==> src/rtl/ahb_mtx_pkg.sv <==
// ahb_mtx_pkg: shared AHB bus-matrix transfer/burst encodings and the burst length helper.
package ahb_mtx_pkg;
  localparam logic [1:0] HTRANS_IDLE   = 2'b00;
  localparam logic [1:0] HTRANS_BUSY   = 2'b01;
  localparam logic [1:0] HTRANS_NONSEQ = 2'b10;
  localparam logic [1:0] HTRANS_SEQ    = 2'b11;
  localparam logic [2:0] HBURST_SINGLE = 3'b000;
  localparam logic [2:0] HBURST_INCR   = 3'b001;
  localparam logic [2:0] HBURST_WRAP4  = 3'b010;
  localparam logic [2:0] HBURST_INCR4  = 3'b011;
  localparam logic [2:0] HBURST_WRAP8  = 3'b100;
  localparam logic [2:0] HBURST_INCR8  = 3'b101;
  localparam logic [2:0] HBURST_WRAP16 = 3'b110;
  localparam logic [2:0] HBURST_INCR16 = 3'b111;
  // SEQ beats still owed after the NONSEQ; anything unrecognised behaves as INCR
  function automatic logic [3:0] burst_len(input logic [2:0] hburst);
    return (hburst == HBURST_SINGLE || hburst == HBURST_INCR)   ? 4'd0  :
           (hburst == HBURST_WRAP4  || hburst == HBURST_INCR4)  ? 4'd3  :
           (hburst == HBURST_WRAP8  || hburst == HBURST_INCR8)  ? 4'd7  :
           (hburst == HBURST_WRAP16 || hburst == HBURST_INCR16) ? 4'd15 : 4'd0;
  endfunction
endpackage

==> src/rtl/ahb_mtx_arb_beat_cnt.sv <==
// ahb_mtx_arb_beat_cnt: tracks SEQ beats owed by the current burst and flags when the grant must be held.
// Ports: HCLK/HRESETn clock and async active-low reset; HREADYM, HSELM, HTRANSM, HBURSTM output-port
// address phase; burst_hold high while the current burst still owns the port.
module ahb_mtx_arb_beat_cnt
  import ahb_mtx_pkg::*;
(
  input  logic       HCLK,
  input  logic       HRESETn,
  input  logic       HREADYM,
  input  logic       HSELM,
  input  logic [1:0] HTRANSM,
  input  logic [2:0] HBURSTM,
  output logic       burst_hold
);
  logic [3:0] r_beat_cnt;
  logic [3:0] w_len;
  logic [3:0] w_beat_nxt;
  assign w_len = burst_len(HBURSTM);
  // IDLE or deselect ends the burst early; BUSY keeps the owed count
  assign w_beat_nxt = !HSELM                   ? 4'd0 :
                      HTRANSM == HTRANS_NONSEQ ? w_len :
                      HTRANSM == HTRANS_SEQ    ? (r_beat_cnt == 4'd0 ? 4'd0 : r_beat_cnt - 4'd1) :
                      HTRANSM == HTRANS_BUSY   ? r_beat_cnt : 4'd0;
  always_ff @(posedge HCLK or negedge HRESETn)
    if (!HRESETn) r_beat_cnt <= '0;
    else if (HREADYM) r_beat_cnt <= w_beat_nxt;
  // the final SEQ (count 1) releases the port so arbitration can switch right after it
  assign burst_hold = HSELM & ((HTRANSM == HTRANS_NONSEQ && w_len != 4'd0) |
                               (HTRANSM == HTRANS_SEQ    && r_beat_cnt > 4'd1) |
                               (HTRANSM == HTRANS_BUSY   && r_beat_cnt != 4'd0));
endmodule

==> src/rtl/ahb_mtx_arb_rr.sv <==
// ahb_mtx_arb_rr: output-stage arbiter choosing which input stage drives the shared slave port.
// Ports: HCLK/HRESETn clock and async active-low reset; req_port per-stage requests; HREADYM, HSELM,
// HTRANSM, HBURSTM, HMASTLOCKM output-port address phase; addr_in_port selected stage; no_port idle flag.
// Optional: define AHB_ARB_STARVE_EN to add per-port wait counters that promote ports waiting
// STARVE_LIMIT cycles ahead of the normal fixed/round-robin order.
module ahb_mtx_arb_rr
  import ahb_mtx_pkg::*;
#(
  parameter int         NUM_PORTS    = 4,
  parameter int         ARB_MODE     = 0,
  parameter logic [7:0] STARVE_LIMIT = 8'd15,
  localparam int        PORT_W       = $clog2(NUM_PORTS)
) (
  input  logic                 HCLK,
  input  logic                 HRESETn,
  input  logic [NUM_PORTS-1:0] req_port,
  input  logic                 HREADYM,
  input  logic                 HSELM,
  input  logic [1:0]           HTRANSM,
  input  logic [2:0]           HBURSTM,
  input  logic                 HMASTLOCKM,
  output logic [PORT_W-1:0]    addr_in_port,
  output logic                 no_port
);
  logic [PORT_W-1:0]    r_addr_in_port;
  logic [PORT_W-1:0]    r_rr_ptr;
  logic                 r_no_port;
  logic [PORT_W-1:0]    w_fp_idx;
  logic [PORT_W-1:0]    w_rr_idx;
  logic [PORT_W-1:0]    w_mode_idx;
  logic [PORT_W-1:0]    w_sel;
  logic [PORT_W-1:0]    w_addr_nxt;
  logic                 w_no_port_nxt;
  logic                 w_burst_hold;
  logic                 w_hold;
  logic                 w_grant;
  logic [NUM_PORTS-1:0] w_cand;
  ahb_mtx_arb_beat_cnt u_beat_cnt (
    .HCLK       (HCLK),
    .HRESETn    (HRESETn),
    .HREADYM    (HREADYM),
    .HSELM      (HSELM),
    .HTRANSM    (HTRANSM),
    .HBURSTM    (HBURSTM),
    .burst_hold (w_burst_hold)
  );
  // the current owner stays a candidate while it has a live transfer on the port
  for (genvar i = 0; i < NUM_PORTS; i++) begin : g_cand
    assign w_cand[i] = req_port[i] | (r_addr_in_port == PORT_W'(i) && HSELM && HTRANSM != HTRANS_IDLE);
  end
  // descending loops so the lowest index / nearest-after-pointer candidate is the final writer
  always_comb begin
    w_fp_idx = '0;
    w_rr_idx = '0;
    for (int i = NUM_PORTS - 1; i >= 0; i--)
      w_fp_idx = w_cand[i] ? PORT_W'(i) : w_fp_idx;
    for (int k = NUM_PORTS; k >= 1; k--)
      w_rr_idx = w_cand[(int'(r_rr_ptr) + k) % NUM_PORTS] ? PORT_W'((int'(r_rr_ptr) + k) % NUM_PORTS) : w_rr_idx;
  end
  assign w_mode_idx = (ARB_MODE == 1) ? w_rr_idx : w_fp_idx;
`ifdef AHB_ARB_STARVE_EN
  logic [7:0]           r_wait [NUM_PORTS];
  logic [NUM_PORTS-1:0] w_starved;
  logic [PORT_W-1:0]    w_st_idx;
  // a port stops accruing wait on the edge it becomes (or stays) the owner
  always_ff @(posedge HCLK or negedge HRESETn)
    if (!HRESETn) for (int i = 0; i < NUM_PORTS; i++) r_wait[i] <= '0;
    else if (HREADYM)
      for (int i = 0; i < NUM_PORTS; i++)
        r_wait[i] <= (!req_port[i] || (!w_no_port_nxt && w_addr_nxt == PORT_W'(i))) ? 8'd0 :
                     r_wait[i] + 8'(r_wait[i] != 8'hff);
  for (genvar i = 0; i < NUM_PORTS; i++) begin : g_starve
    assign w_starved[i] = req_port[i] & (r_wait[i] >= STARVE_LIMIT);
  end
  always_comb begin
    w_st_idx = '0;
    for (int i = NUM_PORTS - 1; i >= 0; i--)
      w_st_idx = w_starved[i] ? PORT_W'(i) : w_st_idx;
  end
  assign w_sel = |w_starved ? w_st_idx : w_mode_idx;
`else
  assign w_sel = w_mode_idx;
`endif
  assign w_hold        = HMASTLOCKM | w_burst_hold;
  assign w_grant       = !w_hold & |w_cand;
  assign w_addr_nxt    = w_grant ? w_sel : r_addr_in_port;
  assign w_no_port_nxt = w_grant ? 1'b0 : (w_hold | HSELM) ? r_no_port : 1'b1;
  always_ff @(posedge HCLK or negedge HRESETn)
    if (!HRESETn) begin
      r_addr_in_port <= '0;
      r_no_port      <= 1'b1;
      r_rr_ptr       <= PORT_W'(NUM_PORTS - 1);
    end else if (HREADYM) begin
      r_addr_in_port <= w_addr_nxt;
      r_no_port      <= w_no_port_nxt;
      r_rr_ptr       <= w_grant ? w_sel : r_rr_ptr;
    end
  assign addr_in_port = r_addr_in_port;
  assign no_port      = r_no_port;
endmodule

==> config.mk <==
export PLATFORM = sky130hd
export DESIGN_NAME = ahb_mtx_arb_rr
export DESIGN_NICKNAME = d
export VERILOG_FILES = /design/src/rtl/ahb_mtx_pkg.sv /design/src/rtl/ahb_mtx_arb_beat_cnt.sv /design/src/rtl/ahb_mtx_arb_rr.sv
export SDC_FILE = /design/constraint.sdc
export NUM_CORES = 1
export LEC_CHECK = 0
export CAP_MARGIN = 15
export CORE_AREA = 3 3 40 42
export DETAILED_ROUTE_END_ITERATION = 8
export DIE_AREA = 0 0 43 45
export PLACE_DENSITY = 0.64
export SLEW_MARGIN = 15
export SYNTH_ARGS = -nofsm -noshare
export SYNTH_HDL_FRONTEND = slang
export SYNTH_HIERARCHICAL = 1
export SYNTH_SLANG_ARGS = --single-unit
==> constraint.sdc <==
create_clock -name HCLK -period 2.6 [get_ports HCLK]
set_input_delay 0.52 -clock HCLK [delete_from_list [all_inputs] [get_ports HCLK]]
set_output_delay 0.52 -clock HCLK [all_outputs]
set_load 0.01 [all_outputs]
* Word level (Yosys, flattened, before mapping)
Index checks and enable logic that the tools add are counted.
** Storage, ports and cells
- Register bits :: 7
- Input port bits :: 14
- Logic and storage cells :: 71
** Operators by class
- Bitwise operators :: 10
- Order comparisons :: 1
- Equal/unequal tests :: 15
- Mux-type cells :: 15
- Reduce and logical (&&, ||, !) cells :: 26
- Add/subtract/negate cells :: 1
** Operators with widths (count)
- 2-to-1 mux 4 bit :: 9
- equality test 3 bit, second input constant :: 4
- logical AND 1 bit :: 11
- equality test 2 bit, second input constant :: 4
- 2-to-1 mux 2 bit :: 4
- bitwise OR 1 bit :: 8
- nonzero test 4 bit :: 2
- equality test 3 x 2 -> 1 bit, second input constant :: 2
- AND reduction 2 bit :: 3
- equality test 2 x 1 -> 1 bit, second input constant :: 2
- greater-than comparator 4 x 1 -> 1 bit, second input constant :: 1
- zero test 4 bit :: 1
- logical OR 1 bit :: 4
- inequality test 4 x 2 -> 1 bit, second input constant :: 1
- OR reduction 4 bit :: 1
- subtractor 4 x 1 -> 4 bit, second input constant :: 1
- equality test 3 x 1 -> 1 bit, second input constant :: 1
- zero test 3 bit :: 1
- AND 1 bit :: 2
- zero test 2 bit :: 1
- 2-to-1 mux 1 bit :: 2
- inequality test 2 bit, second input constant :: 1
- nonzero test 2 bit :: 1
- zero test 1 bit :: 1

* Logic depth before layout (Yosys ltp)
Gate-level depths: netlist (run 1).
- Word-level depth :: 16
- Gate-level depth with buffers :: 7

* Cells and area by module
Netlist (run 1), hierarchy kept.
** Modules (own cells, without submodules)
- ahb_mtx_arb_beat_cnt :: instances 1, cells each 33, area each 274.0 um^2
- ahb_mtx_arb_rr :: instances 1, cells each 23, area each 207.7 um^2

* Worst setup path before layout (run 1)
No wires, ideal clock.
- Kind :: input to register
- Start point :: input port HTRANSM[0]
- End point :: register r_no_port (netlist: no_port)
- Setup slack :: 0.618 ns
- Buffers on the path :: 1
- Setup time :: 0.097 ns
- Data arrival time :: 1.884 ns
- Stages on the path :: 7
- Cells stage by stage :: buf_2 nor3_1 a211oi_1 o21a_1 or3b_4 a2bb2oi_1 o41ai_2
** Between the ends
- Word-level cells in the longest chain between the ends :: 10
- Elaborated cells between the ends (all ways) :: 26
** RTL lines
- from (decl) :: RTL line ahb_mtx_arb_rr.sv:19 : input logic [1:0] HTRANSM,
- equality test 2 bit (on tied branches) :: RTL line ahb_mtx_arb_beat_cnt.sv:28, ahb_mtx_arb_beat_cnt.sv:29
- logical AND 1 bit (on tied branches) :: RTL line ahb_mtx_arb_beat_cnt.sv:28, ahb_mtx_arb_beat_cnt.sv:29
- bitwise OR 1 bit :: RTL line ahb_mtx_arb_beat_cnt.sv:28 : assign burst_hold = HSELM & ((HTRANSM == HTRANS_NONSEQ && w_len != 4'd0) |
- bitwise OR 1 bit (*) :: RTL line ahb_mtx_arb_beat_cnt.sv:29 : (HTRANSM == HTRANS_SEQ && r_beat_cnt > 4'd1) |
- AND 1 bit (*) :: RTL line ahb_mtx_arb_beat_cnt.sv:28
- named net w_burst_hold :: RTL line ahb_mtx_arb_rr.sv:34 : logic w_burst_hold;
- bitwise OR 1 bit (*) :: RTL line ahb_mtx_arb_rr.sv:84 : assign w_hold = HMASTLOCKM | w_burst_hold;
- zero test 1 bit :: RTL line ahb_mtx_arb_rr.sv:85 : assign w_grant = !w_hold & |w_cand;
- AND 1 bit :: RTL line ahb_mtx_arb_rr.sv:85
- inequality test 2 bit (no source line)
- AND reduction 2 bit (no source line)
- to (signal assigned) :: RTL line ahb_mtx_arb_rr.sv:95 : r_no_port <= w_no_port_nxt;
- to (decl) :: RTL line ahb_mtx_arb_rr.sv:27 : logic r_no_port;
The timed path passes the listed nets; every way through them passes the cells marked *.
A chain may end at the register's enable or synchronous reset.

* Worst setup path after layout (run 1)
- Start point :: input port HBURSTM[2]
- End point :: register r_no_port (netlist: no_port)
** Between the ends
- Word-level cells in the longest chain between the ends :: 16
- Elaborated cells between the ends (all ways) :: 28
** RTL lines
- from (decl) :: RTL line ahb_mtx_arb_rr.sv:20 : input logic [2:0] HBURSTM,
- equality test 3 bit :: RTL line ahb_mtx_pkg.sv:20 : (hburst == HBURST_WRAP16 || hburst == HBURST_INCR16) ? 4'd15 : 4'd0;
- logical OR 1 bit :: RTL line ahb_mtx_pkg.sv:20
- 2-to-1 mux 4 bit :: RTL line ahb_mtx_pkg.sv:20
- 2-to-1 mux 4 bit :: RTL line ahb_mtx_pkg.sv:19 : (hburst == HBURST_WRAP8 || hburst == HBURST_INCR8) ? 4'd7 :
- 2-to-1 mux 4 bit :: RTL line ahb_mtx_pkg.sv:18 : (hburst == HBURST_WRAP4 || hburst == HBURST_INCR4) ? 4'd3 :
- 2-to-1 mux 4 bit (*) :: RTL line ahb_mtx_pkg.sv:17 : return (hburst == HBURST_SINGLE || hburst == HBURST_INCR) ? 4'd0 :
- nonzero test 4 bit (*) :: RTL line ahb_mtx_arb_beat_cnt.sv:28
- logical AND 1 bit (*) :: RTL line ahb_mtx_arb_beat_cnt.sv:28
- bitwise OR 1 bit (*) :: RTL line ahb_mtx_arb_beat_cnt.sv:28
- bitwise OR 1 bit (*) :: RTL line ahb_mtx_arb_beat_cnt.sv:29
- AND 1 bit (*) :: RTL line ahb_mtx_arb_beat_cnt.sv:28
- named net w_burst_hold :: RTL line ahb_mtx_arb_rr.sv:34
- bitwise OR 1 bit (*) :: RTL line ahb_mtx_arb_rr.sv:84
- zero test 1 bit :: RTL line ahb_mtx_arb_rr.sv:85
- AND 1 bit :: RTL line ahb_mtx_arb_rr.sv:85
- inequality test 2 bit (no source line)
- AND reduction 2 bit (no source line)
Marks and branches as above.

==> flow_summary_export.csv, run 1 <==
group,metric,value,unit
worst_setup_path,required,2750,ps
timing,tightest_slew,425,ps
cts,htree_num_levels,1,
worst_setup_path,crit_fanout,5,
timing,finalWorstSetupSlack,438,ps
route,via_per_inst,5.53,
synth,synth_seq_cells,7,
die,die_w,43,µm
worst_setup_path,startpoint_type,"primary input",
timing,rsz0062_at_grt,"false",
route,wl_per_cell,14.0,µm
synth,synth_edf_count,0,
global_route,met3_usage,3.98,%
worst_setup_path,endpoint,"no_port",
cts,numCtsBuffers,3,
timing,drv_slew,0,
route,routed_wl,1270,µm
worst_setup_path,cp_data_arrival_time,2320,ps
placement,place_congestion,0.772,
cts,postCtsSetupBuffers,0,
timing,tns,0,ps
worst_setup_path,worstSetupEndpointType,"flop",
synth,avgSynthCellArea,8.60,µm²
timing,period_share,83.2,%
route,vias,503,
placement,pre_cts_slack,194,ps
worst_setup_path,cpMaxStageDelayCell,"clkdlybuf4s50_1",
job,drv_cap,0,
die,core,1280,µm²
synth,synth_warnings,6,
global_route,grt_overflow,0,
die,die-area,1940,µm²
cells_and_area,stdcell_area,687,µm²
cts,cts_tree,"yes",
worst_setup_path,crit_cells,7,
cts,cts_hold_buffers,0,
timing,worst_hold_slack,507,ps
timing,fmax,463,MHz
timing,finalSetupViolations,0,
worst_setup_path,crit_buf_inv,1,
worst_setup_path,cp_top_family,"simple AND/OR/NAND/NOR gates",
placement,dp.cells,87,
die,rows,13,
cells_and_area,diodes,0,
cells_and_area,drive_gt1_share,14.5,%
worst_setup_path,r2r_end,"no_port",
cts,clkTransAtPathRegs,50,ps
worst_hold_path,hold_path.class,"flop to flop",
pwr,ir_drop,0.254,mV
worst_setup_path,cp_slowest_stage_delay,440,ps
global_route,grt_usage,13.7,%
synth,synthCells,56,
die,initial_core_util,37.5,%
placement,dpl.hpwl,950,µm
route,antenna_left,0,
cts,cts_buffer_depth,2,
cts,clkLatencyLatePin,250,ps
synth,ys.flop_type,"dfrtp_1",
global_route,antenna_found_initial,0,
global_route,use_met2,20.7,%
route,remaining_drc_errors,0,
cells_and_area,area_growth,42.6,%
cells_and_area,fillCellCount,132,
route,dr.pass1.iters,4,
cells_and_area,fin_nets,91,
global_route,grt_pass1_wl,1950,µm
synth,synthArstFlopShare,100,%
pwr,p_per_area,475,nW/µm²
timing,finClkSkew,0.266,ps
die,io_pins,17,
cells_and_area,final_cells,91,
cts,clock-sinks,7,
global_route,grt_max_degree,11,
placement,numPortBuffers,15,
worst_setup_path,r2r_cells,6,
route,drtIter0Drc,10,
worst_setup_path,reg2reg_slack,560,ps
timing,hold_viol,0,
status,status,"finished, final reports clean",
global_route,top_usage_layer,"met2",
worst_setup_path,crit_type,"primary input to flop",
worst_setup_path,r2r-start,"u_beat_cnt/r_beat_cnt[1]",
cts,cts_resized,0,
timing,max-slew-margin-rel,71.4,%
synth,synth-seq-area-share,36.6,%
global_route,grt.met1_usage,18.5,%
die,die_h,45,µm
cts,cts_root_buf,"clkbuf_4",
worst_setup_path,startpoint,"HBURSTM[2]",
synth,synth_area,482,µm²
placement,place_area,661,µm²
pwr,p_leak,0.290,nW
global_route,grt_pass1_vias,454,
synth,ys_types,28,
synth,syn_nets,70,
timing,fin_crit,2160,ps
worst_setup_path,crit_path_cell_trace,"clkdlybuf4s50_1, nor3_1, a211oi_1, o21a_1, or3b_4, a2bb2oi_1, o41ai_2",
sequential cells by signal (all words and copies together), names as in the netlist:
signal	count
u_beat_cnt/r_beat_cnt	4
addr_in_port	2
no_port	1
where the power goes:
group / leakage [nW] / total (mW) / internal [mW] / switching [mW]
Combinational: 0.185 / 0.0926 / 0.0536 / 0.0390
Sequential: 0.0898 / 0.136 / 0.121 / 0.0152
Clock: 0.0150 / 0.0979 / 0.0585 / 0.0394
Total: 0.290 / 0.327 / 0.233 / 0.0936
routing by layer:
layer	wire [µm]	vias to the layer above
met5	0	-
met4	17	0
met3	74	2
met2	579	12
met1	599	232
li1	-	257
worst min-delay path by stage:
stage            start                  endpoint  slack (ps)  depth (start not counted)
2_1_floorplan  HRESETn           addr_in_port[0]         220                          0
3_5_place_dp   no_port                   no_port         500                          2
6_report       no_port                   no_port         510                          2
4_1_cts        no_port                   no_port         510                          2
3_3_place_gp   no_port                   no_port         490                          2
5_1_grt        HRESETn  u_beat_cnt/r_beat_cnt[0]         530                          1
worst min-delay path, stage by stage, from the launching register on:
cell and delay, ps:
dfstp_2 370, nand2_1 70, o41ai_2 60
metrics by stage:
step	utilization, %	total power, mW
detailed placement	51.4	0.230
global route	53.5	0.351
global placement	51.4	0.230
CTS	53.5	0.332
floorplan	-	0.179
finish	53.5	0.327
layout make-up:
type	count	area, µm²	share of cell area [%]
multi-input combinational	46	293	42.6
sequential	7	176	25.7
timing repair buffer	17	165	24.0
tap	15	18.8	2.73
clock buffer	4	26.3	3.83
inverter	2	7.51	1.09
cell usage after synthesis (2+ instances only):
cell type	n	area [µm²]
nor3_1	4	20.0
or2_2	2	12.5
dfrtp_1	6	150
a311oi_1	2	17.5
o21ai_0	5	25.0
a21o_1	3	22.5
nor2_1	9	33.8
nand2_1	4	15.0
inv_1	2	7.51
kinds of logic after synthesis:
group	share of synthesized area, %
DFF	36.6
AOI/OAI and AO/OA	35.1
buffers and inverters	2.60
and+or+nand+nor	25.7
layout by cell type, fill, tap and decap left out, types with 2 or more instances in the layout:
| cell | n |
|---|---|
| or2_2 | 2 |
| a21o_1 | 3 |
| buf_4 | 2 |
| clkdlybuf4s50_1 | 15 |
| o21ai_0 | 5 |
| nor2_1 | 9 |
| inv_1 | 2 |
| clkbuf_4 | 3 |
| nand2_1 | 4 |
| a311oi_1 | 2 |
| dfrtp_1 | 6 |
| nor3_1 | 4 |
Power figures use the tool's default switching activity.
==> run 2, diff against run 1 <==
- PLACE_DENSITY: 0.64 -> 0.66
- clock period: 2.6 -> 1.8 ns (I/O delays scaled with it)
==> flow_summary_export.csv, run 2 (synthesis gave the netlist of run 1 again) <==
group,metric,value,unit
die,die_h,45,µm
pwr,ir_drop,0.241,mV
route,remaining_drc_errors,0,
timing,fin_crit,1860,ps
cts,clkLatencyLatePin,250,ps
die,die-area,1940,µm²
timing,finClkSkew,1.40,ps
die,core,1280,µm²
job,drv_cap,0,
die,initial_core_util,37.5,%
die,die_w,43,µm
cts,cts_buffer_depth,2,
placement,numPortBuffers,15,
die,rows,13,
worst_hold_path,hold_path.class,"primary input to asynchronous set/reset pin",
worst_setup_path,crit_type,"flop to flop",
timing,fmax,537,MHz
worst_setup_path,cp_data_arrival_time,2020,ps
timing,hold_viol,0,
timing,max-slew-margin-rel,70.3,%
placement,place_congestion,0.807,
timing,rsz0062_at_grt,"true",
cells_and_area,area_growth,67.0,%
timing,worst_hold_slack,368,ps
cts,clock-sinks,7,
status,status,"complete, but fails checks",
timing,tightest_slew,441,ps
global_route,grt_usage,16.9,%
global_route,grt_pass1_wl,2440,µm
route,drtIter0Drc,8,
worst_setup_path,crit_fanout,5,
worst_setup_path,reg2reg_slack,-60,ps
cells_and_area,fillCellCount,122,
cts,cts_hold_buffers,0,
worst_setup_path,required,1960,ps
die,io_pins,17,
route,routed_wl,1410,µm
cts,numCtsBuffers,3,
pwr,p_per_area,629,nW/µm²
route,wl_per_cell,13.7,µm
global_route,grt_max_degree,8,
cells_and_area,fin_nets,103,
route,antenna_left,0,
worst_setup_path,r2r_cells,6,
cells_and_area,drive_gt1_share,30.7,%
worst_setup_path,r2r_end,"no_port",
cells_and_area,largest-register,"u_beat_cnt/r_beat_cnt",
route,via_per_inst,5.38,
cts,clkTransAtPathRegs,60,ps
cts,cts_root_buf,"clkbuf_4",
cells_and_area,layout_common_cells,"buf_4, clkdlybuf4s50_1, nor2_1",
global_route,antenna_found_initial,0,
timing,finalWorstSetupSlack,-63.4,ps
cells_and_area,final_common_cell,"buf_4",
cts,cts_tree,"yes",
timing,finalSetupViolations,2,
placement,pre_cts_slack,-395,ps
global_route,grt_pass1_vias,550,
timing,drv_slew,0,
route,dr.pass1.iters,4,
cells_and_area,diodes,0,
route,vias,554,
placement,dpl.hpwl,1070,µm
cts,htree_num_levels,1,
pwr,p_leak,0.378,nW
status,failed_checks,"setup timing",
timing,period_share,104,%
cells_and_area,largest_reg_flops,4,
worst_setup_path,worstSetupEndpointType,"flop",
global_route,grt_overflow,0,
worst_setup_path,startpoint_type,"flop",
worst_setup_path,r2r-start,"u_beat_cnt/r_beat_cnt[3]",
## run 2: metal layers
metal	global-route usage, %	up-vias	routed length, µm
li1	-	280	-
met1	19.7	257	606
met2	28.7	15	733
met3	3.98	2	59
met4	9.04	0	14
met5	0	-	0
## run 2: worst max-delay path, cell delays in order, from the launching register on
cell and delay, ps:
dfrtp_1 390, o41ai_2 350, nor2_1 60, o21a_1 200, or3b_4 430, a2bb2oi_2 150
o41ai_2 190
## run 2: what timing repair did
item / in CTS / in global routing
resized for setup: 2 / 3
setup endpoints to repair: 3 / 3
setup buffers: 0 / 1
pin swaps: 1 / 3
## run 2: stage by stage
| stage | power [mW] | setup TNS [ps] | util [%] | cell area [µm²] | cells |
|---|---|---|---|---|---|
| 2_1_floorplan | 0.260 | 0 | - | 494 | 56 |
| 3_3_place_gp | 0.357 | -881 | 58.8 | 756 | 98 |
| 3_5_place_dp | 0.357 | -1010 | 58.8 | 756 | 98 |
| 4_1_cts | 0.507 | -139 | 61.2 | 787 | 102 |
| 5_1_grt | 0.540 | -223 | 62.6 | 805 | 103 |
| 6_report | 0.506 | -77.5 | 62.6 | 805 | 103 |
## run 2: area by class of cell
| cell class | count | area (µm²) | area share [%] |
|---|---|---|---|
| Clock buffer | 4 | 26.3 | 3.27 |
| Timing Repair Buffer | 29 | 259 | 32.2 |
| Tap cell | 15 | 18.8 | 2.33 |
| Sequential cell | 7 | 176 | 21.9 |
| Multi-Input combinational cell | 46 | 317 | 39.3 |
| Inverter | 2 | 7.51 | 0.933 |
## run 2: worst max path at each step
stage | from | endpoint | slack, ps | cells past startpoint
3_3_place_gp | HTRANSM[0] | no_port | -350 | 7
4_1_cts | u_beat_cnt/r_beat_cnt[1] | no_port | -80 | 6
6_report | u_beat_cnt/r_beat_cnt[3] | no_port | -60 | 6
5_1_grt | u_beat_cnt/r_beat_cnt[3] | no_port | -130 | 6
2_1_floorplan | u_beat_cnt/r_beat_cnt[0] | no_port | 20 | 6
3_5_place_dp | HTRANSM[0] | no_port | -390 | 7
## run 2: report_power, final
part           total, mW  internal, mW  switching (mW)
Clock              0.147        0.0849          0.0624
Sequential         0.193         0.174          0.0182
Combinational      0.166        0.0965          0.0695
Total              0.506         0.356           0.150
==> run 3, diff against run 2 <==
- PLACE_DENSITY: 0.66 -> 0.64
- clock period: 1.8 -> 1.95 ns (I/O delays scaled with it)
==> flow_summary_export.csv, run 3 (synthesis gave the netlist of run 1 again) <==
group,metric,value,unit
pwr,p_leak,0.392,nW
cells_and_area,diodes,0,
worst_setup_path,r2r_cells,7,
timing,fmax,508,MHz
route,vias,602,
worst_setup_path,crit_buf_inv,1,
cells_and_area,layout_common_cells,"buf_4, clkdlybuf4s50_1, nor2_1",
global_route,grt_overflow,0,
route,remaining_drc_errors,0,
cts,htree_num_levels,1,
cells_and_area,multi_input_area,327,µm²
die,die_w,43,µm
status,status,"complete, but fails checks",
pwr,p_sw,132,µW
cts,clkLatencyLatePin,240,ps
timing,period_share,101,%
cells_and_area,largest-register,"u_beat_cnt/r_beat_cnt",
worst_setup_path,worstSetupEndpointType,"flop",
worst_setup_path,r2r_end,"addr_in_port[0]",
cts,numCtsBuffers,3,
cells_and_area,area_growth,74.8,%
route,drtIter0Drc,10,
placement,numPortBuffers,15,
cts,clock-sinks,7,
cells_and_area,ff_latch_area,178,µm²
timing,fin_crit,1970,ps
timing,hold_viol,0,
timing,finalSetupViolations,2,
cells_and_area,final_util,65.5,%
timing,rsz0062_at_grt,"true",
worst_setup_path,crit_cells,7,
die,io_pins,17,
worst_setup_path,cpMaxStageDelayCell,"dfrtp_2",
job,drv_cap,0,
die,die-area,1940,µm²
pwr,p_per_area,553,nW/µm²
cells_and_area,fillCellCount,118,
timing,max-slew-margin-rel,62.4,%
cells_and_area,fin_nets,107,
timing,drv_slew,0,
placement,dpl.hpwl,990,µm
pwr,comb_power_share,34.7,%
route,wl_per_cell,13.4,µm
pwr,internal_power,334,µW
route,via_per_inst,5.63,
worst_setup_path,crit_path_cell_trace,"o41ai_4, nor2_1, o21a_1, or3b_4, buf_4, o32ai_2, a311oi_1",
worst_setup_path,reg2reg_slack,-20,ps
worst_setup_path,cp_data_arrival_time,2070,ps
die,initial_core_util,37.5,%
worst_setup_path,required,2050,ps
global_route,grt_max_degree,8,
worst_setup_path,startpoint_type,"flop",
cts,cts_tree,"yes",
placement,place_congestion,0.801,
worst_setup_path,crit_type,"flop to flop",
route,antenna_left,0,
global_route,grt_usage,16.2,%
worst_hold_path,hold_path.class,"primary input to asynchronous set/reset pin",
timing,finClkSkew,4.90,ps
cells_and_area,drive_gt1_share,34.8,%
global_route,grt_pass1_vias,598,
status,failed_checks,"setup timing",
cts,clkTransAtPathRegs,50,ps
route,dr.pass1.iters,4,
worst_setup_path,r2r-start,"u_beat_cnt/r_beat_cnt[3]",
die,die_h,45,µm
die,core,1280,µm²
worst_setup_path,crit_fanout,5,
placement,place_area,728,µm²
cts,cts_root_buf,"clkbuf_4",
global_route,antenna_found_initial,0,
route,routed_wl,1430,µm
cells_and_area,stdcell_area,842,µm²
pwr,switching_share,28.3,%
pwr,power_frac_seq,39.1,%
cts,cts_hold_buffers,0,
placement,pre_cts_slack,-277,ps
die,rows,13,
pwr,clock_power_share,26.2,%
cts,cts_buffer_depth,2,
pwr,ir_drop,0.488,mV
worst_setup_path,cp_slowest_stage_delay,440,ps
global_route,grt_pass1_wl,2380,µm
timing,finalWorstSetupSlack,-16.9,ps
timing,tightest_slew,558,ps
worst_setup_path,cp_top_family,"compound AO/OA/AOI/OAI gates",
cells_and_area,largest_reg_flops,4,
cells_and_area,final_common_cell,"buf_4",
[run 3: cell count changes in the layout (fill, tap and decap cells not counted), sizes merged]
cell          delta
dlymetal6s2s     -1
dlygate4sd2      +1
buf              +4
[run 3: metal layers]
| metal | up-vias | global-route usage [%] | share of wire (%) | routed length (µm) |
|---|---|---|---|---|
| met5 | - | 0 | 0 | 0 |
| met4 | 0 | 3.61 | 2.2 | 31 |
| met3 | 4 | 4.38 | 5.2 | 75 |
| met2 | 22 | 28.7 | 48 | 685 |
| met1 | 285 | 19.9 | 45 | 636 |
| li1 | 291 | - | - | - |
[run 3: worst max path at each step]
stage                              from         endpoint  slack [ps]
5_1_grt        u_beat_cnt/r_beat_cnt[3]          no_port         -90
2_1_floorplan                HTRANSM[0]          no_port         100
3_3_place_gp                 HBURSTM[1]          no_port        -280
4_1_cts        u_beat_cnt/r_beat_cnt[1]          no_port          10
6_report       u_beat_cnt/r_beat_cnt[3]  addr_in_port[0]         -20
3_5_place_dp                 HBURSTM[1]          no_port        -280
[run 3: power groups by stage]
stage                     clock [mW]  combinational, mW  sequential (mW)
after floorplan                    0             0.0543            0.184
after global placement             0              0.144            0.178
after detailed placement           0              0.145            0.179
after CTS                      0.130              0.155            0.177
after global routing           0.140              0.176            0.183
final                          0.122              0.162            0.182
[run 3: area by class of cell]
type	count	area share [%]
repair buffers	33	33.9
well taps	15	2.23
clock buffers	4	3.12
flip-flops and latches	7	21.1
multi-input cells	46	38.8
inverters	2	0.892
[run 3: worst register-to-register path, delay by kind of cell, from the launching register on]
kind | cells | cell delay [ps]
flip-flops | 1 | 440
AND/OR/NAND/NOR | 2 | 480
buffers and inverters | 1 | 160
AO/OA/AOI/OAI | 4 | 750
[run 3: timing repair]
action | 4_1_cts | 5_1_grt
setup buffers | 7 | 0
gates resized for setup | 4 | 5
setup endpoints to repair | 1 | 4
pin swaps | 4 | 5
[run 3: stage by stage]
step	setup TNS, ps	instances	power (mW)	hold slack (ps)
floorplan	0	56	0.238	94.4
global placement	-578	96	0.322	489
detailed placement	-603	96	0.324	491
CTS	0	107	0.462	395
global route	-205	107	0.499	415
finish	-21.1	107	0.466	398
